===== src/rtl/dense_fc_pkg.sv =====
// Shared types for the dense FC RAM scheduler.
package dense_fc_pkg;

   typedef enum logic [1:0] {IDLE, BURST, DRAIN} sched_state_e;
   typedef enum logic {GRANT_READ, GRANT_WRITE} grant_e;

endpackage


===== src/rtl/fc_out_skid.sv =====
// Two-entry valid/ready buffer for read data plus last flag; passes through when empty.
module fc_out_skid
   import dense_fc_pkg::*;
#(
   parameter int unsigned WIDTH = 8
) (
   input  logic             clk,
   input  logic             reset,
   input  logic             in_valid,
   input  logic [WIDTH-1:0] in_data,
   input  logic             in_last,
   output logic             out_valid,
   input  logic             out_ready,
   output logic [WIDTH-1:0] out_data,
   output logic             out_last,
   output logic [1:0]       count
);

   logic [WIDTH:0] mem_q [2];
   logic           rd_ptr_q, wr_ptr_q;
   logic [1:0]     count_q;
   logic           bypass, store, pop;

   always_comb begin
      bypass    = in_valid && (count_q == 2'd0) && out_ready;
      store     = in_valid && !bypass;
      pop       = (count_q != 2'd0) && out_ready;
      out_valid = (count_q != 2'd0) || in_valid;
      if (count_q != 2'd0) begin
         {out_last, out_data} = mem_q[rd_ptr_q];
      end else if (in_valid) begin
         {out_last, out_data} = {in_last, in_data};
      end else begin
         {out_last, out_data} = '0;
      end
   end

   assign count = count_q;

   always_ff @(posedge clk or posedge reset) begin
      if (reset) begin
         mem_q[0] <= '0;
         mem_q[1] <= '0;
         rd_ptr_q <= 1'b0;
         wr_ptr_q <= 1'b0;
         count_q  <= 2'd0;
      end else begin
         if (store) begin
            mem_q[wr_ptr_q] <= {in_last, in_data};
            wr_ptr_q        <= ~wr_ptr_q;
         end
         if (pop) begin
            rd_ptr_q <= ~rd_ptr_q;
         end
         case ({store, pop})
            2'b10:   count_q <= count_q + 2'd1;
            2'b01:   count_q <= count_q - 2'd1;
            default: count_q <= count_q;
         endcase
      end
   end

endmodule


===== src/rtl/dense_fc_ram_sched.sv =====
// Shares the single-port dense FC RAM between a write requester and a burst reader,
// one access per cycle, round-robin on conflict, read data returned through a 2-entry buffer.
module dense_fc_ram_sched
   import dense_fc_pkg::*;
#(
   parameter int unsigned DEPTH = 256,
   parameter int unsigned WIDTH = 8,
   localparam int unsigned ADDR_W = $clog2(DEPTH)
) (
   input  logic              clk,
   input  logic              reset,
   input  logic              wr_valid,
   output logic              wr_ready,
   input  logic [ADDR_W-1:0] wr_addr,
   input  logic [WIDTH-1:0]  wr_data,
   input  logic              rd_start,
   input  logic [ADDR_W-1:0] rd_base,
   input  logic [ADDR_W:0]   rd_len,
   output logic              rd_busy,
   output logic              rd_done,
   output logic              out_valid,
   input  logic              out_ready,
   output logic [WIDTH-1:0]  out_data,
   output logic              out_last,
   output logic              ram_write_enable,
   output logic              ram_read_enable,
   output logic [ADDR_W-1:0] ram_addr,
   output logic [WIDTH-1:0]  ram_data_in,
   input  logic [WIDTH-1:0]  ram_data_out
);

   sched_state_e      state_q;
   grant_e            last_grant_q;
   logic [ADDR_W:0]   len_q, issued_q;
   logic [ADDR_W-1:0] addr_q;
   logic              inflight_q, inflight_last_q, rd_done_q;
   logic [1:0]        skid_count;
   logic              credit_ok, rd_elig, grant_w, grant_r, last_issue, out_xfer;

   // Credit: words buffered plus the read in flight may never exceed the buffer depth.
   always_comb begin
      last_issue = (issued_q + (ADDR_W+1)'(1)) == len_q;
      credit_ok  = ({1'b0, skid_count} + {2'b0, inflight_q}) < 3'd2;
      rd_elig    = (state_q == BURST) && (issued_q != len_q) && credit_ok;
      grant_w    = wr_valid && !reset && (!rd_elig || (last_grant_q == GRANT_READ));
      grant_r    = rd_elig && !grant_w;
      out_xfer   = out_valid && out_ready;
   end

   assign wr_ready         = grant_w;
   assign ram_write_enable = grant_w;
   assign ram_read_enable  = grant_r;
   assign ram_addr         = grant_w ? wr_addr : (grant_r ? addr_q : '0);
   assign ram_data_in      = grant_w ? wr_data : '0;
   assign rd_busy          = (state_q != IDLE);
   assign rd_done          = rd_done_q;

   fc_out_skid #(
      .WIDTH(WIDTH)
   ) u_skid (
      .clk      (clk),
      .reset    (reset),
      .in_valid (inflight_q),
      .in_data  (ram_data_out),
      .in_last  (inflight_last_q),
      .out_valid(out_valid),
      .out_ready(out_ready),
      .out_data (out_data),
      .out_last (out_last),
      .count    (skid_count)
   );

   always_ff @(posedge clk or posedge reset) begin
      if (reset) begin
         state_q         <= IDLE;
         last_grant_q    <= GRANT_READ;
         len_q           <= '0;
         issued_q        <= '0;
         addr_q          <= '0;
         inflight_q      <= 1'b0;
         inflight_last_q <= 1'b0;
         rd_done_q       <= 1'b0;
      end else begin
         rd_done_q       <= 1'b0;
         inflight_q      <= grant_r;
         inflight_last_q <= grant_r && last_issue;
         if (rd_elig && wr_valid) begin
            last_grant_q <= grant_w ? GRANT_WRITE : GRANT_READ;
         end
         if (grant_r) begin
            issued_q <= issued_q + (ADDR_W+1)'(1);
            // Explicit wrap keeps non-power-of-two depths correct.
            addr_q   <= (addr_q == ADDR_W'(DEPTH - 1)) ? '0 : addr_q + ADDR_W'(1);
         end
         case (state_q)
            IDLE: begin
               if (rd_start) begin
                  if (rd_len == '0) begin
                     rd_done_q <= 1'b1;
                  end else begin
                     state_q  <= BURST;
                     len_q    <= rd_len;
                     issued_q <= '0;
                     addr_q   <= rd_base;
                  end
               end
            end
            BURST: begin
               if (grant_r && last_issue) begin
                  state_q <= DRAIN;
               end
            end
            DRAIN: begin
               if (out_xfer && out_last) begin
                  state_q   <= IDLE;
                  rd_done_q <= 1'b1;
               end
            end
            default: state_q <= IDLE;
         endcase
      end
   end

endmodule

===== config.mk =====
export PLATFORM = sky130hd
export DESIGN_NAME = dense_fc_ram_sched
export DESIGN_NICKNAME = d
export VERILOG_FILES = /design/src/rtl/dense_fc_pkg.sv /design/src/rtl/fc_out_skid.sv /design/src/rtl/dense_fc_ram_sched.sv
export SDC_FILE = /design/constraint.sdc
export NUM_CORES = 1
export LEC_CHECK = 0
export ABC_CLOCK_PERIOD_IN_PS = 3800
export CORE_UTILIZATION = 50
export CTS_CLUSTER_DIAMETER = 120
export DETAILED_ROUTE_END_ITERATION = 7
export GPL_ROUTABILITY_DRIVEN = 0
export HOLD_SLACK_MARGIN = 0.15
export PLACE_DENSITY = 0.83
export SLEW_MARGIN = 20
export SYNTH_ARGS = -nofsm -noshare
export SYNTH_HDL_FRONTEND = slang
export SYNTH_SLANG_ARGS = --single-unit

===== constraint.sdc =====
create_clock -name clk -period 3.8 [get_ports clk]
set_input_delay 0.57 -clock clk [delete_from_list [all_inputs] [get_ports clk]]
set_output_delay 0.57 -clock clk [all_outputs]
set_load 0.01 [all_outputs]

==> results.ini <==
[clock_tree]
cts_htree_levels=2
cts_buffer_depth=2
cts_resized=0
clkTransAtPathRegs_ps=100
cts_sinks=54
cts_buffers=5
cts_root_buf=clkbuf_8
post-cts-setup-buffers=0
cts_tree=done
insertion_delay_ps=320
cts_hold_buf=0

[floorplanning]
core_um2=5990
die_y_um=81.2
num_rows=28
dieArea_um2=6590
die_x_um=81.2
initial_core_util_pct=52.4
io_pins=77

[pwr]
switching_power_uw=1260
leakage_uw=0.00166
p_sw_share_pct=41.1
internal_power_uw=1810
powerDensity_nw_per_um2=761
ir_drop_uv=405
seq_power_share_pct=35.7
power_frac_comb_pct=53.2
p_clk_share_pct=11.1

[critical_path]
crit-reg2reg-launch=inflight_q
setup.worst_path.end_class=output pin
worstPathArrival_ps=2900
reg2reg_to=inflight_last_q
worstSetupStartpointType=flop
critical_path_class=reg2out
crit_required_ps=3230
rrSetupSlack_ps=1660
rr_worst_depth=5
path_max_fanout=18

[grt]
overflow=0
grt_pass1_vias=2564
gr-max-usage-layer=met2
track_usage_pct=24.2
grt_pass1_wl_mm=12.3
use_met1_pct=31.9
grtUsageMet2_pct=41.6
antenna_found_initial=0
grt_max_degree=55
use_met3_pct=3.15

[logic_synthesis]
yosys.area.top_type_share_pct=43.1
synth.area.top_cells=dfrtp_1 (43%), mux2_2 (6.8%), nand2_1 (5.9%)
yosysMostFrequentCell=dfrtp_1
synth_top_area_cell=dfrtp_1
synth.net_count=371
ys_warn_count=0
synth_common_cells=dfrtp_1 (54), nand2_1 (49), nand3_1 (21), mux2_2 (19), nor2_1 (14)
syn_inst=322
synth-edff-count=0
synth.distinct_cells=53
synthArstFlopShare_pct=100
synthFlopType=dfrtp_1
ys_seq_area_share_pct=43.1
ys_ff_latch=54
synth.avg_cell_area_um2=9.74
syn_area_um2=3140

[routing]
drtAntennaViolNets=0
drt-wirelength-per-cell_um=15.7
drtPass1Iterations=4
drc=0
drt_wl_total_mm=7.37
via_per_inst=5.78
num_vias=2713
drtIter0Drc=128

[run_status]
status=finished clean

[layout]
area_delta_synth_final_pct=28.8
layout-drive-gt1-share_pct=11.9
n_antenna_cell=0
finish.net_count=442
final_cells=469
fillers=453

[worst_hold_path]
holdPathStages=1
hold_start=state_q[0]
hold_class=reg2reg
whs_endpoint=rd_done

[place]
io_buffers=76
dp_cells=461
pre_cts_slack_ps=667
dp_hpwl_mm=5.27

[timing]
setup_ws_ps=331
fin_setup_tns_ps=0
skew_ps=12.7
rsz0062_at_grt=no
slew_viol_final=0
worstMarginPinSlew_ps=762
setup_viol=0
post-route-period-util_pct=91.3
min_period_ps=3470
max_slew_margin_pct=49.1
holdWs_ps=481
fmax_mhz=288
hold_viol=0

[run]
cap_viol_max_count=0

==> critical path: stages (launching register included) <==
cell	delay [ps]
dfrtp_1	470
xnor2_2	260
nand4b_2	170
o31a_1	470
a21oi_4	450
a22o_1	220
clkdlybuf4s50_1	540
==> worst max-delay path by stage <==
stage / startpoint / endpoint / depth (start not counted)
6_report: issued_q[4] / ram_addr[7] / 6
3_3_place_gp: reset / ram_addr[7] / 9
5_1_grt: issued_q[0] / ram_addr[5] / 6
3_5_place_dp: reset / ram_addr[7] / 9
4_1_cts: issued_q[0] / ram_addr[7] / 6
2_1_floorplan: reset / ram_addr[0] / 7
==> stage by stage <==
stage | instance area [um2] | total power (uW) | utilization [%]
3_3_place_gp | 3940 | 2680 | 65.8
5_1_grt | 4040 | 3300 | 67.4
2_1_floorplan | 3140 | 2150 | -
6_report | 4040 | 3070 | 67.4
3_5_place_dp | 3940 | 2730 | 65.8
4_1_cts | 4040 | 3070 | 67.4
==> kinds of logic after synthesis <==
family          synth area share, %
compound gates                 13.9
mux                            10.7
fa+ha+maj                      1.20
xor+xnor                       6.02
buf+inv                        4.15
flops                          43.1
simple gates                   21.0
==> layer usage <==
layer | wire (um) | up-vias
met2 | 3620 | 99
li1 | - | 1303
met3 | 382 | 4
met5 | 0 | -
met4 | 58 | 0
met1 | 3310 | 1307
==> placed cells by master, fill, tap and decap left out, types with 6 or more instances in the layout <==
| cell | instances |
|---|---|
| clkdlybuf4s50_1 | 76 |
| dfrtp_1 | 54 |
| nand2_1 | 49 |
| nand3_1 | 21 |
| mux2_2 | 19 |
| nor2_1 | 14 |
| mux2i_1 | 12 |
| o21ai_0 | 12 |
| xnor2_1 | 9 |
| and2_1 | 9 |
| a22o_1 | 9 |
| a31oi_1 | 8 |
| xor2_1 | 7 |
| buf_4 | 7 |
| a21oi_1 | 6 |
==> state kept, by name, indices dropped and copies added, names as in the netlist <==
signal and flops:
u_skid.mem_q 18, issued_q 9, len_q 9, addr_q 8
state_q 2, u_skid.count 2, inflight_last_q 1, inflight_q 1
last_grant_q 1, rd_done 1, u_skid.rd_ptr_q 1, u_skid.wr_ptr_q 1
==> power groups by stage <==
| stage | clock (uW) | combinational [uW] | sequential (uW) |
|---|---|---|---|
| final | 341 | 1630 | 1100 |
| after floorplan | 0 | 1160 | 983 |
| after global placement | 0 | 1580 | 1090 |
| after detailed placement | 0 | 1620 | 1100 |
| after CTS | 351 | 1630 | 1090 |
| after global routing | 368 | 1800 | 1130 |
==> final cells by class <==
type | count | area, um2 | area share, %
tap | 75 | 93.8 | 2.32
multi-input combinational | 243 | 1660 | 41.1
sequential | 54 | 1350 | 33.4
timing repair buffer | 83 | 813 | 20.1
clock inverter | 3 | 28.8 | 0.712
clock buffer | 5 | 68.8 | 1.70
inverter | 6 | 22.5 | 0.557
(Power assumes the default switching activity.)
